<file path="src/rtl/cdc_pulse_tx.sv">
// Source side of a toggle-based pulse synchronizer: converts single-cycle
// requests into tx_tgl level changes, queues requests while an ack is pending.
module cdc_pulse_tx #(
    parameter int TIMEOUT  = 16,
    parameter int PEND_MAX = 3
) (
    input  logic                          clka,
    input  logic                          rst_n,
    input  logic                          req,
    input  logic                          ack_tgl,
    input  logic                          clr_err,
    output logic                          tx_tgl,
    output logic                          busy,
    output logic [$clog2(PEND_MAX+1)-1:0] pend_cnt,
    output logic                          ovf,
    output logic                          timeout_err
);
    localparam int PW = $clog2(PEND_MAX + 1);
    localparam int TW = $clog2(TIMEOUT + 1);

    typedef enum logic [1:0] {
        IDLE     = 2'd0,
        WAIT_ACK = 2'd1,
        ERR      = 2'd2
    } state_e;

    state_e        state_q, state_d;
    logic          tx_q, tx_d;
    logic          busy_q, busy_d;
    logic [PW-1:0] pend_q, pend_d;
    logic          ovf_q, ovf_d;
    logic          err_q, err_d;
    logic [TW-1:0] timer_q, timer_d;
    logic          ack_s1_q, ack_s2_q, ack_s3_q;
    logic          ack_edge;

    // ack_tgl is asynchronous: two flops for metastability, a third for edge history.
    always_ff @(posedge clka or negedge rst_n) begin
        if (!rst_n) begin
            ack_s1_q <= 1'b0;
            ack_s2_q <= 1'b0;
            ack_s3_q <= 1'b0;
        end else begin
            ack_s1_q <= ack_tgl;
            ack_s2_q <= ack_s1_q;
            ack_s3_q <= ack_s2_q;
        end
    end

    assign ack_edge = ack_s2_q ^ ack_s3_q;

    always_ff @(posedge clka or negedge rst_n) begin
        if (!rst_n) begin
            state_q <= IDLE;
            tx_q    <= 1'b0;
            busy_q  <= 1'b0;
            pend_q  <= '0;
            ovf_q   <= 1'b0;
            err_q   <= 1'b0;
            timer_q <= '0;
        end else begin
            state_q <= state_d;
            tx_q    <= tx_d;
            busy_q  <= busy_d;
            pend_q  <= pend_d;
            ovf_q   <= ovf_d;
            err_q   <= err_d;
            timer_q <= timer_d;
        end
    end

    always_comb begin
        state_d = state_q;
        tx_d    = tx_q;
        pend_d  = pend_q;
        ovf_d   = 1'b0;
        err_d   = err_q;
        timer_d = timer_q;

        case (state_q)
            IDLE: begin
                timer_d = '0;
                if (req) begin
                    tx_d    = ~tx_q;
                    state_d = WAIT_ACK;
                end
            end

            WAIT_ACK: begin
                timer_d = (timer_q == {TW{1'b1}}) ? timer_q : timer_q + TW'(1);
                if (ack_edge) begin
                    // An ack beats a coincident timeout; req with a queued entry nets to zero.
                    if (pend_q != '0) begin
                        tx_d    = ~tx_q;
                        timer_d = '0;
                        if (!req)
                            pend_d = pend_q - PW'(1);
                    end else if (req) begin
                        tx_d    = ~tx_q;
                        timer_d = '0;
                    end else begin
                        state_d = IDLE;
                        timer_d = '0;
                    end
                end else if (timer_q == TW'(TIMEOUT - 1)) begin
                    state_d = ERR;
                    err_d   = 1'b1;
                    pend_d  = '0;
                    timer_d = '0;
                    ovf_d   = req;
                end else if (req) begin
                    if (pend_q == PW'(PEND_MAX))
                        ovf_d = 1'b1;
                    else
                        pend_d = pend_q + PW'(1);
                end
            end

            ERR: begin
                timer_d = '0;
                pend_d  = '0;
                ovf_d   = req;
                if (clr_err) begin
                    state_d = IDLE;
                    err_d   = 1'b0;
                end
            end

            default: begin
                state_d = IDLE;
                timer_d = '0;
                pend_d  = '0;
            end
        endcase
    end

    // busy is registered from the next state so it never glitches.
    assign busy_d = (state_d != IDLE);

    assign tx_tgl      = tx_q;
    assign busy        = busy_q;
    assign pend_cnt    = pend_q;
    assign ovf         = ovf_q;
    assign timeout_err = err_q;

endmodule
</file>
<file path="config.mk">
export PLATFORM = sky130hd
export DESIGN_NAME = cdc_pulse_tx
export DESIGN_NICKNAME = d
export VERILOG_FILES = /design/src/rtl/cdc_pulse_tx.sv
export SDC_FILE = /design/constraint.sdc
export NUM_CORES = 1
export LEC_CHECK = 0
export BUFFER_PORTS_ARGS = -buffer_cell sky130_fd_sc_hd__buf_2
export CORE_MARGIN = 2
export CORE_UTILIZATION = 30
export CTS_CLUSTER_SIZE = 24
export DETAILED_ROUTE_END_ITERATION = 16
export PLACE_DENSITY_LB_ADDON = 0.2
export SLEW_MARGIN = 20
export SYNTH_ARGS = -nofsm -noshare
export SYNTH_HDL_FRONTEND = slang
export SYNTH_SLANG_ARGS = --single-unit
</file>
<file path="constraint.sdc">
create_clock -name clka -period 2.15 [get_ports clka]
set_input_delay 0 -clock clka [delete_from_list [all_inputs] [get_ports clka]]
set_output_delay 0 -clock clka [all_outputs]
set_load 0.005 [all_outputs]
</file>
# Yosys cells after proc, flatten, opt, wreduce, memory -nomap -nowiden
# Cells that the tools add are included.
op_classes:
  n_bitwise: 3
  n_mux: 31
  n_eq_ne: 14
  reduce_logical: 8
  n_addsub: 3
op_table:
  columns: ["op", "n"]
  rows:
  - ["two-way mux 2 bit", 12]
  - ["two-way mux 5 bit", 4]
  - ["inequality test 4 bit, second input constant", 3]
  - ["two-way mux 1 bit", 10]
  - ["inequality test 2 bit, second input constant", 4]
  - ["nonzero test 2 bit", 4]
  - ["inequality test 3 bit, second input constant", 2]
  - ["one-hot mux 1 bit (2 select lines)", 3]
  - ["one-hot mux 2 bit (3 select lines)", 1]
  - ["adder 5 x 1 -> 5 bit, second input constant", 1]
  - ["equality test 5 x 4 -> 1 bit, second input constant", 1]
  - ["equality test 5 bit, second input constant", 1]
  - ["AND reduction 5 bit", 1]
  - ["equality test 2 bit, second input constant", 2]
  - ["one-hot mux 2 bit (2 select lines)", 1]
  - ["AND reduction 4 bit", 1]
  - ["adder 2 x 1 -> 2 bit, second input constant", 1]
  - ["equality test 2 x 1 -> 1 bit, second input constant", 1]
  - ["logical NOT 2 bit", 1]
  - ["NOT 1 bit", 2]
  - ["AND reduction 2 bit", 1]
  - ["subtractor 2 x 1 -> 2 bit, second input constant", 1]
  - ["XOR 1 bit", 1]
word_totals:
  input_bits: 5
  out_inout_bits: 6
  ff_bits: 16

# Depth between registers and ports, before layout
depth:
  word_depth: 6
  ltp_mapped: 6
  mapped_depth_nobuf: 6

# Worst setup path before layout
# No wires, ideal clock.
synth_timing:
  path_kind: "reg2reg"
  startpoint: "reg state_q[1]"
  endpoint: "reg pend_q[1] (netlist: pend_cnt[1])"
  setup_time_ps: 125
  n_path_buf: 1
  required_time_ps: 2025
  stages_incl_launch_ff: 7
  synth_period_minus_slack_ps: 1598
  setup_slack_ps: 552
  arrival_ps: 1473
  cell_sequence: "dfrtp_1 > inv_1 > ha_1 > buf_2 > nand3_1 > o221ai_1 > mux2_2"
synth_between:
  elab_chain_len: 3
synth_lines:
  columns: ["element", "line", "rtl"]
  rows:
  - ["from (decl)", "27", "state_e state_q, state_d;"]
  - ["from (signal assigned)", "62", "state_q <= state_d;"]
  - ["equality test 2 x 1 -> 1 bit / logical NOT 2 bit (equally long branches)", "80", "case (state_q)"]
  - ["inequality test 4 bit (no line) (tied with other cells)", null, null]
  - ["AND reduction 5 bit (no line)", null, null]
  - ["to (signal assigned)", "65", "pend_q <= pend_d;"]
  - ["to (decl)", "30", "logic [PW-1:0] pend_q, pend_d;"]
# Several ways; a longest one is shown, not always the timed one.
# A chain may end at the register's enable or synchronous reset.

# Worst setup path in the final report
# Ends and elaborated chain as after synthesis.

==> impl_metrics.json <==
{
  "status": "complete, no violations",
  "async_flop_share": 1.00,
  "ctsResizeCount": 0,
  "fin_skew_ns": 0.00716,
  "synth_top_area_cell": "dfrtp_1",
  "gp_congestion": 0.804,
  "fin_util": 0.371,
  "die_h_um": 58.2,
  "clkTransAtPathRegs_ns": 0.10,
  "synth_top_cell_area_share": 0.454,
  "finalSetupTns_ns": 0,
  "rsz0062_at_grt": "no",
  "ys_seq_elements": 16,
  "period_minus_slack_ns": 1.86,
  "grt_pass1_wl_um": 2880,
  "synthTopCellsByCount": "dfrtp_1 (16), nor2_1 (9), ha_1 (7)",
  "vias": 637,
  "crit_chain": "inv_1 > ha_1 > nand3_1 > o221ai_1 > mux2_2",
  "grt_pass1_vias": 629,
  "power_leakage_nw": 0.497,
  "core_mm2": 0.00278,
  "use_met3": 0.0424,
  "ios": 11,
  "critPathRequiredTime_ns": 2.33,
  "stdcell_count": 127,
  "gr-max-usage-layer": "met2",
  "cts-root-buf": "clkbuf_4",
  "die_w_um": 58.2,
  "drt_iter0_drc": 9,
  "cts_inserted_buffers": 3,
  "ys_types": 36,
  "antennaDiodeCount": 0,
  "dp_hpwl_um": 1220,
  "drive_gt1_frac": 0.229,
  "yosysSeqAreaShare": 0.454,
  "avgViaCountPerCell": 5.02,
  "startpoint_type": "register",
  "routedWlPerCell_um": 12.8,
  "area_delta_synth_final_pct": 17.0,
  "holdCritPathClass": "in -> reg",
  "synthTopCellsByArea": "dfrtp_1 (45%), ha_1 (9.9%), nor2_1 (3.8%), xnor2_4 (3.1%), a21oi_1 (2.8%)",
  "met2_usage": 0.164,
  "max-cap-violations": 0,
  "syn_inst": 80,
  "cpLargestDelayFamily": "flip-flops",
  "maxSlewHeadroom": 0.734,
  "htreeDepth": 1,
  "grt_max_degree": 17,
  "synth_edf_count": 0,
  "critPathCaptureType": "register",
  "hold_violations": 0,
  "syn_area_per_cell_um2": 11.0,
  "cts_tree": "yes",
  "grt_overflow_total": 0,
  "ys_warn_count": 0,
  "die_area_mm2": 0.00339,
  "largest_register_ffs": 5,
  "syn_nets": 92,
  "hold_ws_ns": 0.0208,
  "top_register": "timer_q",
  "clk_latency_ns": 0.28,
  "dp.cells": 120,
  "wirelength_um": 1630,
  "nets": 109,
  "ir_worst_vdd_v": 0.000601,
  "clock.fmax_mhz": 539,
  "path_buf_inv": 1,
  "synth_area_um2": 882,
  "path_class": "reg -> reg",
  "period_share": 0.863,
  "clockBufferDepth": 2,
  "initial_core_util": 0.317,
  "cts_sinks": 16,
  "use_met1": 0.152,
  "critPathMaxFanout": 10,
  "p_per_area_mw_per_mm2": 992,
  "yosysMostFrequentCell": "dfrtp_1",
  "slew_violations": 0,
  "cpPeakStageDelay_ns": 0.44,
  "port_buffers": 10,
  "post_cts_buffers": 0,
  "synth-main-ff-cell": "dfrtp_1",
  "setup_viol": 0,
  "firstDrtPassIters": 4,
  "crit_arrival_ns": 2.04,
  "ant_nets": 0,
  "drc_errors": 0,
  "antenna_found_initial": 0,
  "r2r_slack_ns": 0.29,
  "grtUsageTotal": 0.112,
  "rows": 19,
  "slowest_stage": "dfrtp_1",
  "worstMarginPinSlew_ns": 0.399,
  "power_w": 0.00102
}
area by class of cell:
type / count / area, um^2
fill: 272 / 1750
tap: 31 / 38.8
multi-input combinational: 57 / 454
sequential: 16 / 400
inverter: 6 / 22.5
timing repair buffer: 13 / 80.1
clock buffer: 4 / 36.3
worst min-delay path: stages:
cell	delay (ns)
buf_2	0.09
nand3_1	0.06
o2bb2ai_1	0.12
metrics by stage:
step / area, um^2 / setup WS [ns]
2_1_floorplan: 882 / 0.552
3_3_place_gp: 966 / 0.369
3_5_place_dp: 966 / 0.298
4_1_cts: 1030 / 0.283
5_1_grt: 1030 / 0.0948
6_report: 1030 / 0.295
kinds of logic (layout without fill, tap and decap cells):
family                     after synthesis  after routing  synth area share
adders and majority gates                7              7            0.0993
AOI/OAI and AO/OA                       17             17             0.152
DFF                                     16             16             0.454
buffers and inverters                    7             23            0.0312
and+or+nand+nor                         28             28             0.186
muxes                                    3              3            0.0369
xor gates and xnor gates                 2              2            0.0411
cell usage in the layout, fill, tap and decap left out, drive strengths merged, types with 2 or more instances in the layout:
master       synthesis  layout
dfrtp               16      16
buf                  1      10
nor2                 9       9
ha                   7       7
inv                  6       6
a21oi                5       5
nand2                5       5
clkbuf               0       4
dlygate4sd3          0       3
nand4b               2       2
nand3                2       2
o21ai                2       2
and3                 2       2
mux2                 2       2
per-layer routing:
metal | share of wire | vias up | routed length [um]
li1 | - | 321 | -
met1 | 0.51 | 297 | 837
met2 | 0.43 | 15 | 698
met3 | 0.035 | 4 | 57
met4 | 0.022 | 0 | 36
met5 | 0 | - | 0
power breakdown:
group / leakage [nW] / switching (W) / internal [W]
sequential: 0.204 / 0.0000510 / 0.000366
combinational: 0.272 / 0.000217 / 0.000192
clock: 0.0210 / 0.0000948 / 0.000103
total: 0.497 / 0.000363 / 0.000661
final timing paths:
check                                startpoint                      end  cells past startpoint
max in group asynchronous                 rst_n       ack_s2_q$_DFF_PN0_                      2
max reg2reg                state_q[1]$_DFF_PN0_  pend_cnt[1]$_DFFE_PN0P_                      5
min reg2reg                  ack_s1_q$_DFF_PN0_       ack_s2_q$_DFF_PN0_                      0
min in group asynchronous                 rst_n   timer_q[0]$_DFFE_PN0P_                      2
min                                     clr_err  timeout_err$_DFFE_PN0P_                      3
max                        state_q[1]$_DFF_PN0_  pend_cnt[1]$_DFFE_PN0P_                      5
what timing repair did:
action,4_1_cts,5_1_grt
hold buffers,3,0
setup endpoints to repair,0,0
hold endpoints to repair,18,0
Power figures use the tool's default switching activity.
